`src/rtl/aftab_irq_pending_ctrl.sv`:
```
// Edge-triggered interrupt pending register with a request/service handshake FSM.
// Define AFTAB_IRQ_SYNC_EN to insert a two-flop synchronizer ahead of edge detection.
module aftab_irq_pending_ctrl #(
  parameter int NUM_IRQ = 8,
  parameter int CAUSE_W = 3
) (
  input  logic               clk,
  input  logic               rst,
  input  logic [NUM_IRQ-1:0] irq_in,
  input  logic [NUM_IRQ-1:0] irq_en,
  input  logic               global_ie,
  input  logic               clr_all,
  input  logic               irq_ack,
  input  logic               irq_done,
  output logic               irq_req,
  output logic [CAUSE_W-1:0] irq_cause,
  output logic [NUM_IRQ-1:0] pending
);

  typedef enum logic [1:0] {ST_IDLE, ST_REQ, ST_SERVICE} state_t;

  state_t             r_state;
  state_t             w_state_next;
  logic [NUM_IRQ-1:0] w_samp_in;
  logic [NUM_IRQ-1:0] r_samp;
  logic [NUM_IRQ-1:0] r_prev;
  logic [NUM_IRQ-1:0] w_rise;
  logic [NUM_IRQ-1:0] w_active;
  logic [NUM_IRQ-1:0] w_pending_next;
  logic [NUM_IRQ-1:0] r_pending;
  logic               r_req;
  logic               w_req_next;
  logic [CAUSE_W-1:0] r_cause;
  logic [CAUSE_W-1:0] w_cause_next;
  logic [CAUSE_W-1:0] w_lowest;
  logic               w_any_active;
  logic               w_cause_en;
  logic               w_ack_take;

`ifdef AFTAB_IRQ_SYNC_EN
  logic [NUM_IRQ-1:0] r_sync1;
  logic [NUM_IRQ-1:0] r_sync2;

  always_ff @(posedge clk or posedge rst) begin
    if (rst) begin
      r_sync1 <= '0;
      r_sync2 <= '0;
    end else begin
      r_sync1 <= irq_in;
      r_sync2 <= r_sync1;
    end
  end

  assign w_samp_in = r_sync2;
`else
  assign w_samp_in = irq_in;
`endif

  // r_samp/r_prev hold two consecutive samples; a 0->1 pair is one edge.
  always_ff @(posedge clk or posedge rst) begin
    if (rst) begin
      r_samp <= '0;
      r_prev <= '0;
    end else begin
      r_samp <= w_samp_in;
      r_prev <= r_samp;
    end
  end

  assign w_rise       = r_samp & ~r_prev;
  assign w_active     = r_pending & irq_en;
  assign w_any_active = |w_active;
  assign w_cause_en   = irq_en[r_cause];
  assign w_ack_take   = (r_state == ST_REQ) && irq_ack;

  // A new edge beats the acknowledge clear of the same bit.
  generate
    for (genvar gi = 0; gi < NUM_IRQ; gi++) begin : g_pend
      logic w_clr;
      assign w_clr = w_ack_take && (r_cause == CAUSE_W'(gi));
      assign w_pending_next[gi] = clr_all ? 1'b0
                                : (w_rise[gi] | (r_pending[gi] & ~w_clr));
    end
  endgenerate

  always_comb begin
    w_lowest = '0;
    for (int i = NUM_IRQ - 1; i >= 0; i--) begin
      if (w_active[i]) w_lowest = CAUSE_W'(i);
    end
  end

  always_comb begin
    w_state_next = r_state;
    w_cause_next = r_cause;
    case (r_state)
      ST_IDLE: begin
        if (global_ie && w_any_active) begin
          w_state_next = ST_REQ;
          w_cause_next = w_lowest;
        end
      end
      ST_REQ: begin
        if (irq_ack)                        w_state_next = ST_SERVICE;
        else if (!global_ie || !w_cause_en) w_state_next = ST_IDLE;
      end
      ST_SERVICE: begin
        if (irq_done) w_state_next = ST_IDLE;
      end
      default: w_state_next = ST_IDLE;
    endcase
    if (clr_all) begin
      w_state_next = ST_IDLE;
      w_cause_next = '0;
    end
    w_req_next = (w_state_next == ST_REQ);
  end

  always_ff @(posedge clk or posedge rst) begin
    if (rst) begin
      r_state   <= ST_IDLE;
      r_req     <= 1'b0;
      r_cause   <= '0;
      r_pending <= '0;
    end else begin
      r_state   <= w_state_next;
      r_req     <= w_req_next;
      r_cause   <= w_cause_next;
      r_pending <= w_pending_next;
    end
  end

  assign irq_req   = r_req;
  assign irq_cause = r_cause;
  assign pending   = r_pending;

endmodule

```
`config.mk`:
```
export PLATFORM = sky130hd
export DESIGN_NAME = aftab_irq_pending_ctrl
export DESIGN_NICKNAME = d
export VERILOG_FILES = /design/src/rtl/aftab_irq_pending_ctrl.sv
export SDC_FILE = /design/constraint.sdc
export NUM_CORES = 1
export LEC_CHECK = 0
export ABC_AREA = 1
export ABC_CLOCK_PERIOD_IN_PS = 1300
export CAP_MARGIN = 20
export CORE_UTILIZATION = 39
export CTS_BUF_LIST = sky130_fd_sc_hd__clkbuf_16
export DETAILED_ROUTE_END_ITERATION = 10
export PLACE_DENSITY = 0.67
export SLEW_MARGIN = 20
export SYNTH_ARGS = -nofsm -noshare
export SYNTH_HDL_FRONTEND = slang
export SYNTH_SLANG_ARGS = --single-unit
```
`constraint.sdc`:
```
create_clock -name clk -period 1.3 [get_ports clk]
set_input_delay 0.26 -clock clk [delete_from_list [all_inputs] [get_ports clk]]
set_output_delay 0.26 -clock clk [all_outputs]
set_load 0.05 [all_outputs]
```
==> qor.yml <==
route:
  detailedRoute.firstIterationViolations: 27
  routed_wirelength_um: 3210
  avgRoutedWirePerCell_um: 13.7
  viasPerCell: 4.95
  postRouteAntennaNets: 0
  dr_total_vias: 1158
  dr.pass1.iters: 4
  post-route-drc-count: 0
floorplan:
  area_of_the_die_um2: 3490
  chipWidth_um: 59.1
  io-pin-count: 34
  floorplan.die.height_um: 59.1
  initial_core_util_pct: 41.3
  placementRows: 20
  core_area_um2: 3080
setup_path:
  crit_path_max_fanout: 6
  end_kind: "output port"
  critPathRequiredTime_ns: 1.04
  timing_worst_setup_path_type: "reg -> out"
  critical_path_arrival_ns: 1.02
  worst_setup_path_start_kind: "register"
sta:
  finalSetupViolations: 0
  report.final.hold_viol_count: 0
  finClkSkew_ns: 0.00673
  worst_slew_margin_rel_pct: 82.3
  ratio_of_final_minimum_period_to_clock_period_pct: 98.1
  timing.final.ws_setup_ns: 0.0242
  fmaxAchievable_mhz: 784
  tightestPinTransition_ns: 0.265
  minimum_clock_period_after_layout_ns: 1.28
  final_max_slew_viol_count: 0
cts:
  post_cts_hold_buffer_count: 0
  cts_sinks: 30
  tritoncts_clock_tree: "done"
  clk_pin_slew_worst_setup_hold_paths_ns: 0.05
  numCtsBuffers: 5
  worst_skew_pair.late_latency_ns: 0.27
  clk_path_buf_depth: 2
  clk_root_buffer_cell: "sky130_fd_sc_hd__clkbuf_16"
  ctsHtreeMaxLevel: 2
finish:
  finish.net_count: 211
  finish.cell_count_without_fillers: 234
  n_antenna_cell: 0
  final_layout_size_suffix_gt1_share_pct: 30.0
  flow.area_growth_from_synthesis_pct: 62.1
power:
  internal_power_summed_over_all_cells_mw: 1.92
  irDropWorstVdd_uv: 1180
  comb_power_share_pct: 19.6
  seq_power_share_pct: 40.0
  power_switching_share_pct: 26.5
  powerDensity_nw_per_um2: 1270
  power.leakage_nw: 0.996
  power.net_switching_mw: 0.694
  share_clk_of_total_power_pct: 40.4
  power_mw: 2.62
grt:
  grt_use_total_pct: 19.9
  grt_pass1_wl_um: 5010
  number_of_antenna_violations_at_the_first_check_in_global_routing: 0
  grt_max_degree: 31
  globalRouteOverflowTotal: 0
  grt_pass1_vias: 1129
logic_synthesis:
  avgSynthCellArea_um2: 9.20
  synth-xor-area-share_pct: 0
  mappedNetlistArea_um2: 1270
  synth_fp_nets: 160
  synth_adder_area_share_pct: 0
  synth.distinct_cells: 19
  synthDominantAreaCellType: "sky130_fd_sc_hd__dfrtp_1"
  combinational_family_with_the_most_area_after_synthesis: "simple AND/OR/NAND/NOR gates"
  synth_mux_area_share_pct: 0
  synth_compound_gate_area_share_pct: 9.75
  post-synth-top-area-fraction_pct: 59.1
  synthSimpleGateAreaFrac_pct: 25.6
  synth-warning-count: 0
  seq_area_frac_synth_pct: 59.1
  syn-instance-count: 138
  synth.area.top_cells: "sky130_fd_sc_hd__dfrtp_1, sky130_fd_sc_hd__nand2_1, sky130_fd_sc_hd__o31ai_1, sky130_fd_sc_hd__a21oi_1, sky130_fd_sc_hd__inv_1"
  postSynthRegisterBits: 30
placement:
  placed_cells: 222
  detailedPlacementHpwl_um: 2130
  buffer_ports.inserted: 33
  gp_congestion: 0.862
  pre_cts_slack_ns: -0.243
hold_path:
  timing.hold.worst.class: "in -> async"
outcome:
  outcome: "finished, final reports clean"
job:
  drv_cap: 0
==> layout by cell type, fill, tap and decap left out <==
master,n
sky130_fd_sc_hd__nand2_4,1
sky130_fd_sc_hd__nor2_4,2
sky130_fd_sc_hd__nor2_1,3
sky130_fd_sc_hd__dfrtp_2,10
sky130_fd_sc_hd__nand2_1,47
sky130_fd_sc_hd__inv_1,12
sky130_fd_sc_hd__nand3b_1,1
sky130_fd_sc_hd__nor2_2,2
sky130_fd_sc_hd__inv_2,1
sky130_fd_sc_hd__clkbuf_16,5
sky130_fd_sc_hd__dlymetal6s2s_1,4
sky130_fd_sc_hd__clkinv_1,3
sky130_fd_sc_hd__buf_4,12
sky130_fd_sc_hd__clkdlybuf4s50_1,17
sky130_fd_sc_hd__inv_4,1
sky130_fd_sc_hd__a21oi_1,11
sky130_fd_sc_hd__nor3b_4,1
sky130_fd_sc_hd__nand3_2,2
sky130_fd_sc_hd__nand2_2,6
sky130_fd_sc_hd__a31o_2,1
sky130_fd_sc_hd__nand4_1,1
sky130_fd_sc_hd__buf_12,13
sky130_fd_sc_hd__dfrtp_1,20
sky130_fd_sc_hd__o31ai_1,8
sky130_fd_sc_hd__nand3_1,6
==> cells in the mapped netlist <==
cell type,number
sky130_fd_sc_hd__nand3_2,2
sky130_fd_sc_hd__nand2_1,51
sky130_fd_sc_hd__nand3b_1,1
sky130_fd_sc_hd__inv_4,1
sky130_fd_sc_hd__nor2_4,1
sky130_fd_sc_hd__nor2_2,2
sky130_fd_sc_hd__dfrtp_1,30
sky130_fd_sc_hd__a21oi_1,11
sky130_fd_sc_hd__nor2_1,4
sky130_fd_sc_hd__o31ai_1,8
sky130_fd_sc_hd__inv_1,12
sky130_fd_sc_hd__nand3_1,6
sky130_fd_sc_hd__nor3b_2,1
sky130_fd_sc_hd__clkbuf_1,1
sky130_fd_sc_hd__buf_6,1
sky130_fd_sc_hd__a31o_2,1
sky130_fd_sc_hd__inv_2,1
sky130_fd_sc_hd__nand2_2,3
sky130_fd_sc_hd__nand4_1,1
==> per-stage QoR <==
stage	TNS, ns	instance area (um^2)	hold slack [ns]	utilization [%]
after CTS	0	1990	0.340	64.6
after detailed placement	-1.47	1850	0.363	60.2
after floorplan	-0.00812	1280	0.291	-
after global routing	-0.0657	2060	0.354	66.9
final	0	2060	0.328	66.9
after global placement	-1.00	1850	0.360	60.2
==> flip-flops by register name, indices dropped and copies added (netlist names) <==
signal,cells
pending,8
r_prev,8
r_samp,8
irq_req,1
irq_cause,3
r_state,2
==> per-layer routing <==
layer  global-route usage [%]  part of all wire [%]  vias up
li1                         -                     -      549
met5                        0                     0        -
met2                     32.0                    52       28
met3                     5.02                   3.8       10
met1                     24.0                    42      571
met4                     11.9                   2.6        0
==> worst max-delay path, cell delays in order (launching register included) <==
cell,delay [ns]
sky130_fd_sc_hd__dfrtp_2,0.44
sky130_fd_sc_hd__buf_4,0.16
sky130_fd_sc_hd__buf_12,0.14
==> cell type report <==
cell class,count,area [um^2]
inverter,14,55.1
clock buffer,5,125
clock inverter,3,11.3
fill,256,1020
timing repair buffer,46,571
sequential,30,763
tap,44,55.1
multi-input combinational,92,478
==> worst paths after layout <==
kind                                           from                       end  slack [ns]  cells past startpoint
min                                             rst       r_prev[2]$_DFF_PP0_        0.33                      3
min in group clk                r_samp[3]$_DFF_PP0_       r_prev[3]$_DFF_PP0_        0.37                      0
max in group asynchronous                       rst      pending[1]$_DFF_PP0_        0.79                      3
max reg2reg                    pending[0]$_DFF_PP0_  irq_cause[0]$_DFFE_PP0P_        0.05                      8
min reg2reg                     r_samp[3]$_DFF_PP0_       r_prev[3]$_DFF_PP0_        0.37                      0
max                        irq_cause[1]$_DFFE_PP0P_              irq_cause[1]        0.02                      2
==> timing repair <==
action	4_1_cts	5_1_grt
setup buffers	0	4
endpoints found under the setup margin	0	6
gates resized for setup	0	13
endpoints found under the hold margin	0	0
==> power groups by stage <==
stage          Combinational (mW)  Sequential (mW)  Clock (mW)
2_1_floorplan               0.153             1.13           0
3_3_place_gp                0.460             1.06           0
3_5_place_dp                0.470             1.06           0
4_1_cts                     0.478             1.05        1.07
5_1_grt                     0.546             1.05        1.12
6_report                    0.514             1.05        1.06
==> cells by family after synthesis <==
| kind of cell | Yosys count |
|---|---|
| buffers and inverters | 16 |
| AOI/OAI and AO/OA | 20 |
| DFF | 30 |
| and+or+nand+nor | 72 |
Power figures use the tool's default switching activity.
